File: src/rtl/data_bus_arbiter_if.sv
// Shared data-bus arbitration interface: source requests/locks/data in, grant and muxed bus out.
// master = bus sources side, slave = arbiter side.
interface data_bus_arbiter_if #(
   parameter int NUM_REQ    = 4,
   parameter int DATA_WIDTH = 16
);
   localparam int OW = (NUM_REQ > 1) ? $clog2(NUM_REQ) : 1;

   logic [NUM_REQ-1:0]            req;
   logic [NUM_REQ-1:0]            lock;
   logic [NUM_REQ*DATA_WIDTH-1:0] req_data;
   logic [NUM_REQ-1:0]            grant;
   logic                          grant_valid;
   logic [OW-1:0]                 owner_id;
   logic [DATA_WIDTH-1:0]         bus_data;
   logic                          preempt;
   logic [1:0]                    arb_state_output;

   modport master (
      output req, lock, req_data,
      input  grant, grant_valid, owner_id, bus_data, preempt, arb_state_output
   );

   modport slave (
      input  req, lock, req_data,
      output grant, grant_valid, owner_id, bus_data, preempt, arb_state_output
   );
endinterface

File: src/rtl/data_bus_arbiter.sv
// Round-robin owner arbiter and mux for the shared data bus; request-to-grant 1 cycle, one idle turnaround between owners.
// Ownership is bounded by MAX_HOLD unless the owner locks; non-owner req/lock/data never affect the bus.
module data_bus_arbiter #(
   parameter int DATA_WIDTH = 16,
   parameter int NUM_REQ    = 4,
   parameter int MAX_HOLD   = 8
) (
   input  logic                clk,
   input  logic                reset,
   data_bus_arbiter_if.slave   bus
);
   localparam int OW = (NUM_REQ > 1) ? $clog2(NUM_REQ) : 1;

   localparam logic [1:0] ST_IDLE  = 2'd0;
   localparam logic [1:0] ST_GRANT = 2'd1;
   localparam logic [1:0] ST_TURN  = 2'd2;

   logic [1:0]            state;
   logic [OW-1:0]         rr_ptr;
   logic [7:0]            hold_cnt;
   logic [NUM_REQ-1:0]    grant_q;
   logic [OW-1:0]         owner_q;
   logic                  preempt_q;

   logic [OW-1:0]         win;
   logic [OW-1:0]         next_ptr;
   logic [NUM_REQ-1:0]    win_onehot;
   logic [OW:0]           scan_sum;
   logic [OW-1:0]         scan_idx;
   logic                  found;
   logic [DATA_WIDTH-1:0] bus_data_c;

   // First requester at or above rr_ptr, wrapping; sum is one bit wider so non-power-of-two NUM_REQ wraps correctly.
   always_comb begin
      win      = '0;
      found    = 1'b0;
      scan_sum = '0;
      scan_idx = '0;
      for (int k = 0; k < NUM_REQ; k++) begin
         scan_sum = {1'b0, rr_ptr} + (OW+1)'(k);
         if (scan_sum >= (OW+1)'(NUM_REQ))
            scan_sum = scan_sum - (OW+1)'(NUM_REQ);
         scan_idx = scan_sum[OW-1:0];
         if (!found && bus.req[scan_idx]) begin
            found = 1'b1;
            win   = scan_idx;
         end
      end
   end

   always_comb begin
      win_onehot      = '0;
      win_onehot[win] = 1'b1;
   end

   assign next_ptr = (win == OW'(NUM_REQ-1)) ? '0 : win + 1'b1;

   always_ff @(posedge clk or negedge reset) begin
      if (!reset) begin
         state     <= ST_IDLE;
         rr_ptr    <= '0;
         hold_cnt  <= '0;
         grant_q   <= '0;
         owner_q   <= '0;
         preempt_q <= 1'b0;
      end else begin
         preempt_q <= 1'b0;
         case (state)
            ST_GRANT: begin
               // Voluntary release wins over timeout so a coincident drop is never flagged as preemption.
               if (!bus.req[owner_q]) begin
                  state   <= ST_TURN;
                  grant_q <= '0;
               end else if (hold_cnt == 8'(MAX_HOLD) && !bus.lock[owner_q]) begin
                  state     <= ST_TURN;
                  grant_q   <= '0;
                  preempt_q <= 1'b1;
               end else if (hold_cnt != 8'(MAX_HOLD)) begin
                  hold_cnt <= hold_cnt + 8'd1;
               end
            end
            default: begin
               if (|bus.req) begin
                  state    <= ST_GRANT;
                  grant_q  <= win_onehot;
                  owner_q  <= win;
                  hold_cnt <= 8'd1;
                  rr_ptr   <= next_ptr;
               end else begin
                  state   <= ST_IDLE;
                  grant_q <= '0;
               end
            end
         endcase
      end
   end

   // AND-OR mux off the registered grant: all-zero grant yields a zero bus.
   always_comb begin
      bus_data_c = '0;
      for (int i = 0; i < NUM_REQ; i++) begin
         if (grant_q[i])
            bus_data_c = bus_data_c | bus.req_data[i*DATA_WIDTH +: DATA_WIDTH];
      end
   end

   assign bus.grant            = grant_q;
   assign bus.grant_valid      = |grant_q;
   assign bus.owner_id         = owner_q;
   assign bus.bus_data         = bus_data_c;
   assign bus.preempt          = preempt_q;
   assign bus.arb_state_output = state;
endmodule

File: src/flat_wrapper.sv
// flat-port wrapper written by rule: the top's interface ports become plain ports
module data_bus_arbiter_flat 
#(
   parameter int DATA_WIDTH = 16,
   parameter int NUM_REQ    = 4,
   parameter int MAX_HOLD   = 8
)
  (clk, reset, bus_req, bus_lock, bus_req_data, bus_grant, bus_grant_valid, bus_owner_id, bus_bus_data, bus_preempt, bus_arb_state_output);
  data_bus_arbiter_if #(.NUM_REQ(NUM_REQ), .DATA_WIDTH(DATA_WIDTH)) bus_i ();
  input  logic clk;
  input  logic reset;
  input wire logic [$bits(bus_i.req)-1:0] bus_req;
  input wire logic [$bits(bus_i.lock)-1:0] bus_lock;
  input wire logic [$bits(bus_i.req_data)-1:0] bus_req_data;
  output wire logic [$bits(bus_i.grant)-1:0] bus_grant;
  output wire logic [$bits(bus_i.grant_valid)-1:0] bus_grant_valid;
  output wire logic [$bits(bus_i.owner_id)-1:0] bus_owner_id;
  output wire logic [$bits(bus_i.bus_data)-1:0] bus_bus_data;
  output wire logic [$bits(bus_i.preempt)-1:0] bus_preempt;
  output wire logic [$bits(bus_i.arb_state_output)-1:0] bus_arb_state_output;
  assign bus_i.req = bus_req;
  assign bus_i.lock = bus_lock;
  assign bus_i.req_data = bus_req_data;
  assign bus_grant = bus_i.grant;
  assign bus_grant_valid = bus_i.grant_valid;
  assign bus_owner_id = bus_i.owner_id;
  assign bus_bus_data = bus_i.bus_data;
  assign bus_preempt = bus_i.preempt;
  assign bus_arb_state_output = bus_i.arb_state_output;
  data_bus_arbiter #(.DATA_WIDTH(DATA_WIDTH), .NUM_REQ(NUM_REQ), .MAX_HOLD(MAX_HOLD)) u_core (.clk(clk), .reset(reset), .bus(bus_i));
endmodule
File: config.mk
export PLATFORM = sky130hd
export DESIGN_NAME = data_bus_arbiter_flat
export DESIGN_NICKNAME = d
export VERILOG_FILES = /design/src/rtl/data_bus_arbiter_if.sv /design/src/rtl/data_bus_arbiter.sv /design/src/flat_wrapper.sv
export SDC_FILE = /design/constraint.sdc
export NUM_CORES = 1
export LEC_CHECK = 0
export CELL_PAD_IN_SITES_DETAIL_PLACEMENT = 1
export CELL_PAD_IN_SITES_GLOBAL_PLACEMENT = 2
export CORE_ASPECT_RATIO = 1.2
export CORE_MARGIN = 10
export CORE_UTILIZATION = 18
export CTS_CLUSTER_DIAMETER = 100
export DETAILED_ROUTE_END_ITERATION = 16
export GPL_TIMING_DRIVEN = 0
export HOLD_SLACK_MARGIN = 0.03
export PLACE_DENSITY_LB_ADDON = 0.1
export SYNTH_ARGS = -nofsm -noshare
export SYNTH_HDL_FRONTEND = slang
export SYNTH_SLANG_ARGS = --single-unit
File: constraint.sdc
create_clock -name clk -period 2.9 [get_ports clk]
set_clock_uncertainty 0.2 [all_clocks]
set_input_delay 0.58 -clock clk [delete_from_list [all_inputs] [get_ports clk]]
set_output_delay 0.58 -clock clk [all_outputs]
set_load 0.05 [all_outputs]
Yosys cells after proc, flatten, opt, wreduce, memory -nomap -nowiden

Cells that the tools add are included.

Register bits after elaboration: 19
Input port bits: 74
RAM bits: 0
ROM bits: 0
Output and inout bits: 26
Latch bits: 0
Memories: 0

Magnitude comparators: 11
Eq/ne operators: 8
Reduce and logical (&&, ||, !) cells: 14
Add/subtract/negate cells: 9
$mul: 0
Bitwise logic cells: 4
Divide/modulo/power cells: 0
Shifts and indexed selects: 0
Muxes and demuxes: 46

Operator list:

| operator                                                                            | number |
|---|---|
| 16-bit 2-to-1 mux                                                                   | 4 |
| 16-bit bitwise OR                                                                   | 3 |
| 8-bit 2-to-1 mux                                                                    | 5 |
| 2-bit 2-to-1 mux                                                                    | 12 |
| 2-bit by 3-bit less-than comparator with 1-bit output, second input constant        | 6 |
| 4-bit 2-to-1 mux                                                                    | 4 |
| 1-bit 2-to-1 mux                                                                    | 14 |
| 1-bit binary-select mux with 2-bit select                                           | 6 |
| 3-bit greater-or-equal comparator, second input constant                            | 3 |
| 8-bit by 1-bit adder with 8-bit output, second input constant                       | 1 |
| 8-bit by 4-bit equality test with 1-bit output, second input constant               | 1 |
| 8-bit by 4-bit != test with 1-bit output, second input constant                     | 1 |
| 4-bit OR reduction                                                                  | 2 |
| 2-bit by 1-bit subtractor with 2-bit output, second input constant                  | 4 |
| 2-bit by 2-bit adder with 3-bit output, second input constant                       | 2 |
| 1-bit logical AND                                                                   | 5 |
| 1-bit logical NOT                                                                   | 4 |
| 2-bit by 1-bit != test with 1-bit output, second input constant                     | 2 |
| 4-bit AND reduction                                                                 | 1 |
| 2-bit by 1-bit adder with 3-bit output, second input constant                       | 1 |
| 2-bit by 3-bit greater-or-equal comparator with 1-bit output, second input constant | 1 |
| 3-bit != test, second input constant                                                | 1 |
| 2-bit by 1-bit adder with 2-bit output, second input constant                       | 1 |
| 1-bit demux with 2-bit select                                                       | 1 |
| 7 further kinds                                                                     | 7 |

Logic depth before layout (Yosys ltp)

Depth after elaboration: 20
Gate-level depth with buffers: 7
Gate-level depth less buffers: 7

Worst setup path before layout

No wires, ideal clock.

Kind: flip-flop to output port
Start: register u_core.grant_q[2] (netlist: u_core.bus.grant[2])
End: output port bus_bus_data[10]
Path slack: 444 ps
Arrival: 1676 ps
Required time: 2120 ps
Cell stages (with the launch flop): 5
Path through: dfrtp_1 clkbuf_1 clkbuf_1 a22oi_1 nand2_1

Cells in the longest elaborated chain, start to end: 3

Ends and longest elaborated chain:

| item                   | RTL line                | RTL |
|---|---|---|
| start, declared        | data_bus_arbiter.sv:21  | `logic [NUM_REQ-1:0] grant_q;` |
| start signal, assigned | data_bus_arbiter.sv:85  | `grant_q <= win_onehot;` |
| 16-bit 2-to-1 mux *    | data_bus_arbiter.sv:102 | `if (grant_q[i])` |
| 16-bit bitwise OR      | data_bus_arbiter.sv:103 | `bus_data_c = bus_data_c \| bus.req_data[i*DATA_WIDTH +: DATA_WIDTH];` |
| 16-bit 2-to-1 mux *    | data_bus_arbiter.sv:102 |  |
| end, declared          | flat_wrapper.sv:18      | `output wire logic [$bits(bus_i.bus_data)-1:0] bus_bus_data;` |

Mark *: on every way between the ends. The rest lies on a longest branch, timed or not.

Worst setup path after layout

Start: input port bus_req_data[47]
End: output port bus_bus_data[15]

Cells in the longest elaborated chain, start to end: 4

Ends and longest elaborated chain:

| item                | RTL line                | RTL |
|---|---|---|
| start, declared     | flat_wrapper.sv:14      | `input wire logic [$bits(bus_i.req_data)-1:0] bus_req_data;` |
| 16-bit bitwise OR * | data_bus_arbiter.sv:103 |  |
| 16-bit 2-to-1 mux * | data_bus_arbiter.sv:102 |  |
| 16-bit bitwise OR   | data_bus_arbiter.sv:103 |  |
| 16-bit 2-to-1 mux * | data_bus_arbiter.sv:102 |  |

Marks and branches as above.

==> key figures <==
Die
  • Core ar.: 0.00771 mm^2
  • IO Count: 100
  • Die Span X: 101 um
  • Die H: 117 um
  • Initial Util: a little under a fifth
  • FP Rows: 35
  • Die area: 0.0119 mm^2

Worst setup path
  • R2R Path Start: u_core.bus.owner_id[0]$_DFFE_PN0P_
  • Top Family by Delay on Critical Path: buffers and inverters
  • Buf/Inv on CP: 2
  • CP max FO: 1
  • Most frequent CP cell: clkdlybuf4s50_1
  • Critical path required time: around 2.1 ns
  • CP Launch Type: primary input
  • CP peak stage delay: 0.81 ns
  • Crit. End Element: output pin
  • Slowest-stage cell, CP: clkdlybuf4s50_1
  • Worst reg2reg endpoint: u_core.hold_cnt[1]$_DFFE_PN0P_
  • Worst-path cell chain: clkdlybuf4s50_1 > a22oi_1 > nand2_1 > clkdlybuf4s50_1
  • R2R depth: 5
  • Critical path type: primary input to output pin
  • Data arrival, critical path: roughly 2.0 ns
  • Worst reg2reg setup slack: 0.70 ns

Placed design
  • Port buffer count: 99
  • Dpl hpwl: 5520 um
  • Final GP Congestion: roughly 0.7
  • Placed inst area: between 0.002 and 0.003 mm^2

Clock network
  • Clk_lat worst skew: 0.26 ns
  • Root buf cell: clkbuf_8
  • TritonCTS Sinks: 19
  • Clk buf depth: 2
  • CTS tree: yes
  • Clock buffer count from CTS: 3
  • H-tree Lvls: 1
  • Clock-pin slew on the worst setup and hold paths: 0.07 ns

Yosys
  • Mux cell area share after synthesis: under 10%
  • FF+latch count, synth: 19
  • Post-synthesis simple-gate area fraction: 22.1%
  • Synthesized area: between 0.001 and 0.0015 mm^2
  • Syn Inst Count: approximately 170
  • Synthesis Warnings: 0
  • Syn nets: 248
  • XOR/XNOR Fraction of Synth Area: 0%
  • Yosys top cell by area: dfrtp_1
  • Synth top area share: 33.5%
  • Top post-synthesis cells by area: dfrtp_1, a22oi_1, nand2_1, ha_1, mux2i_1
  • Syn_area_per_cell: around 8.5 um^2
  • Main combinational cell family by area after synthesis: compound AO/OA/AOI/OAI gates
  • Seq/Total Area, Yosys: 33.5%
  • Synth unique cells: 36
  • Synth Area in Compound Gates: 27.5%
  • Synth Area in Adders: between 5 and 6%

Worst hold path
  • Hold_sp: u_core.hold_cnt[7]$_DFFE_PN0P_
  • Hold path endpoint: u_core.hold_cnt[7]$_DFFE_PN0P_
  • Hold Crit Depth: 1
  • HP Class: flip-flop to flip-flop

Finish
  • Area growth from synthesis to layout: 78.8%
  • Final nets: 348
  • # fillers: 919
  • Fraction of layout cells with a size suffix above 1: 7.49%
  • Util after Layout: 32.9%
  • # diodes: 0
  • Post-route cell area: 0.00254 mm^2

Detailed routing
  • Initial DRT Pass Iterations: 4
  • Vias post-DR: roughly 1700
  • DR DRC count: 0
  • Drt wl/cell: roughly 19 um
  • DR iter-0 viols: 18
  • Total Wirelength: approximately 6700 um
  • Remaining antenna violation count after routing: 0
  • Routed vias/inst: between 4 and 5

Power
  • Max VDD drop: 487 uV
  • P_leak: 1.13 nW
  • Pwr Density: ~1100 mW/mm^2
  • Post-route total power: 2.83 mW

STA
  • Final hold violations: 0
  • Least-Margin Pin Slew: 0.946 ns
  • Slew headroom: 36.7%
  • Final Cycle Share: a little over nine tenths
  • Fmax: 0.358 GHz
  • Final setup fails: 0
  • Final Critical Period: 2.79 ns
  • Unrepaired setup endpoints after global routing: no
  • Worst Hold Margin: 0.275 ns
  • Max-slew violations: 0

GRT
  • Antenna violations before repair: 0
  • First-pass GRT wire length: 10500 um
  • GRT overflow: 0
  • Tot GR Track Use: 10.8%
  • Vias in the first global route: 1795
  • Largest net degree at the start of global routing: 20

Status
  • Run status: finished clean

Job
  • Max-Cap Viols: 0
## power breakdown
group | switching (mW) | internal, mW
logic | 1.44 | 0.701
registers | 0.158 | 0.347
clock network | 0.0962 | 0.0957
total | 1.69 | 1.14
## sequential cells by signal, summed over array words and instances (netlist names)
signal	flops
u_core.bus.grant	4
u_core.bus.owner_id	2
u_core.rr_ptr	2
u_core.bus.arb_state_output	2
u_core.bus.preempt	1
u_core.hold_cnt	8
## metal layers
metal,wire [um],global-route usage (%),part of all wire (%)
met5,0,0,0
met4,55,2.36,0.82
met3,598,2.99,8.9
met2,2860,16.9,43
met1,3210,14.1,48
## layout by cell type (no fill, tap or decap), types with 4 or more instances in the layout
| cell | Yosys | layout |
|---|---|---|
| inv_1 | 6 | 6 |
| clkbuf_2 | 0 | 10 |
| a22oi_1 | 32 | 32 |
| nor2_1 | 9 | 9 |
| nand2_1 | 30 | 30 |
| mux2i_1 | 7 | 7 |
| ha_1 | 6 | 6 |
| nand3_1 | 4 | 4 |
| a21oi_1 | 6 | 6 |
| clkdlybuf4s50_1 | 0 | 84 |
| nand2b_1 | 6 | 6 |
| dfrtp_1 | 19 | 19 |
| a22o_1 | 4 | 4 |
## synthesized netlist by cell type (all sizes together)
cell / number
clkbuf: 9
nand3: 4
o21ai: 3
nand4: 2
a32o: 1
ha: 6
nor2: 9
mux2i: 7
or3: 3
or2: 1
mux4: 1
a31oi: 1
a22oi: 32
a21oi: 6
or4: 2
and2: 2
nand2: 30
o41ai: 1
buf: 2
or3b: 1
dfrtp: 19
o311ai: 1
o22a: 1
o21a: 1
inv: 6
nor3: 2
o22ai: 2
nand3b: 1
o211ai: 1
nand2b: 6
a22o: 4
nand4bb: 1
## how the worst max path moves through the flow
stage,start,end,slack [ns],depth (start not counted)
floorplan,u_core.bus.grant[2]$_DFFE_PN0P_,bus_bus_data[10],0.44,4
global placement,u_core.bus.grant[0]$_DFFE_PN0P_,bus_bus_data[10],-0.18,5
detailed placement,u_core.bus.grant[0]$_DFFE_PN0P_,bus_bus_data[10],-0.20,5
CTS,u_core.bus.grant[0]$_DFFE_PN0P_,bus_bus_data[15],0.001,4
global route,bus_req_data[47],bus_bus_data[15],0.05,4
finish,bus_req_data[47],bus_bus_data[15],0.11,4
## stage by stage
stage	setup TNS, ns	cells	setup slack (ns)
floorplan	0	168	0.444
detailed placement	-1.73	359	-0.197
finish	0	359	0.106
CTS	0	363	0.00129
global route	0	359	0.0531
global placement	-1.78	359	-0.183
## logic make-up after synthesis
family,Yosys count
fa+ha+maj,6
simple gates,64
mux,8
buf+inv,17
compound gates,54
flops,19
## cell type report
type	instances	area, um^2	area share (%)
clock buffers	3	41.3	1.63
plain buffers	7	40.0	1.58
multi-input cells	132	872	34.4
inverters	6	22.5	0.887
flip-flops and latches	19	475	18.7
repair buffers	99	967	38.1
clock inverters	1	5.00	0.197
well taps	92	115	4.53
## what timing repair did
item                                   CTS  global route
endpoints found under the hold margin    0             0
setup endpoints to repair               12            15
resized for setup                       22            14
cloned                                   0             0
setup buffers                            0             0
hold buffers                             0             0
(Power assumes the default switching activity.)
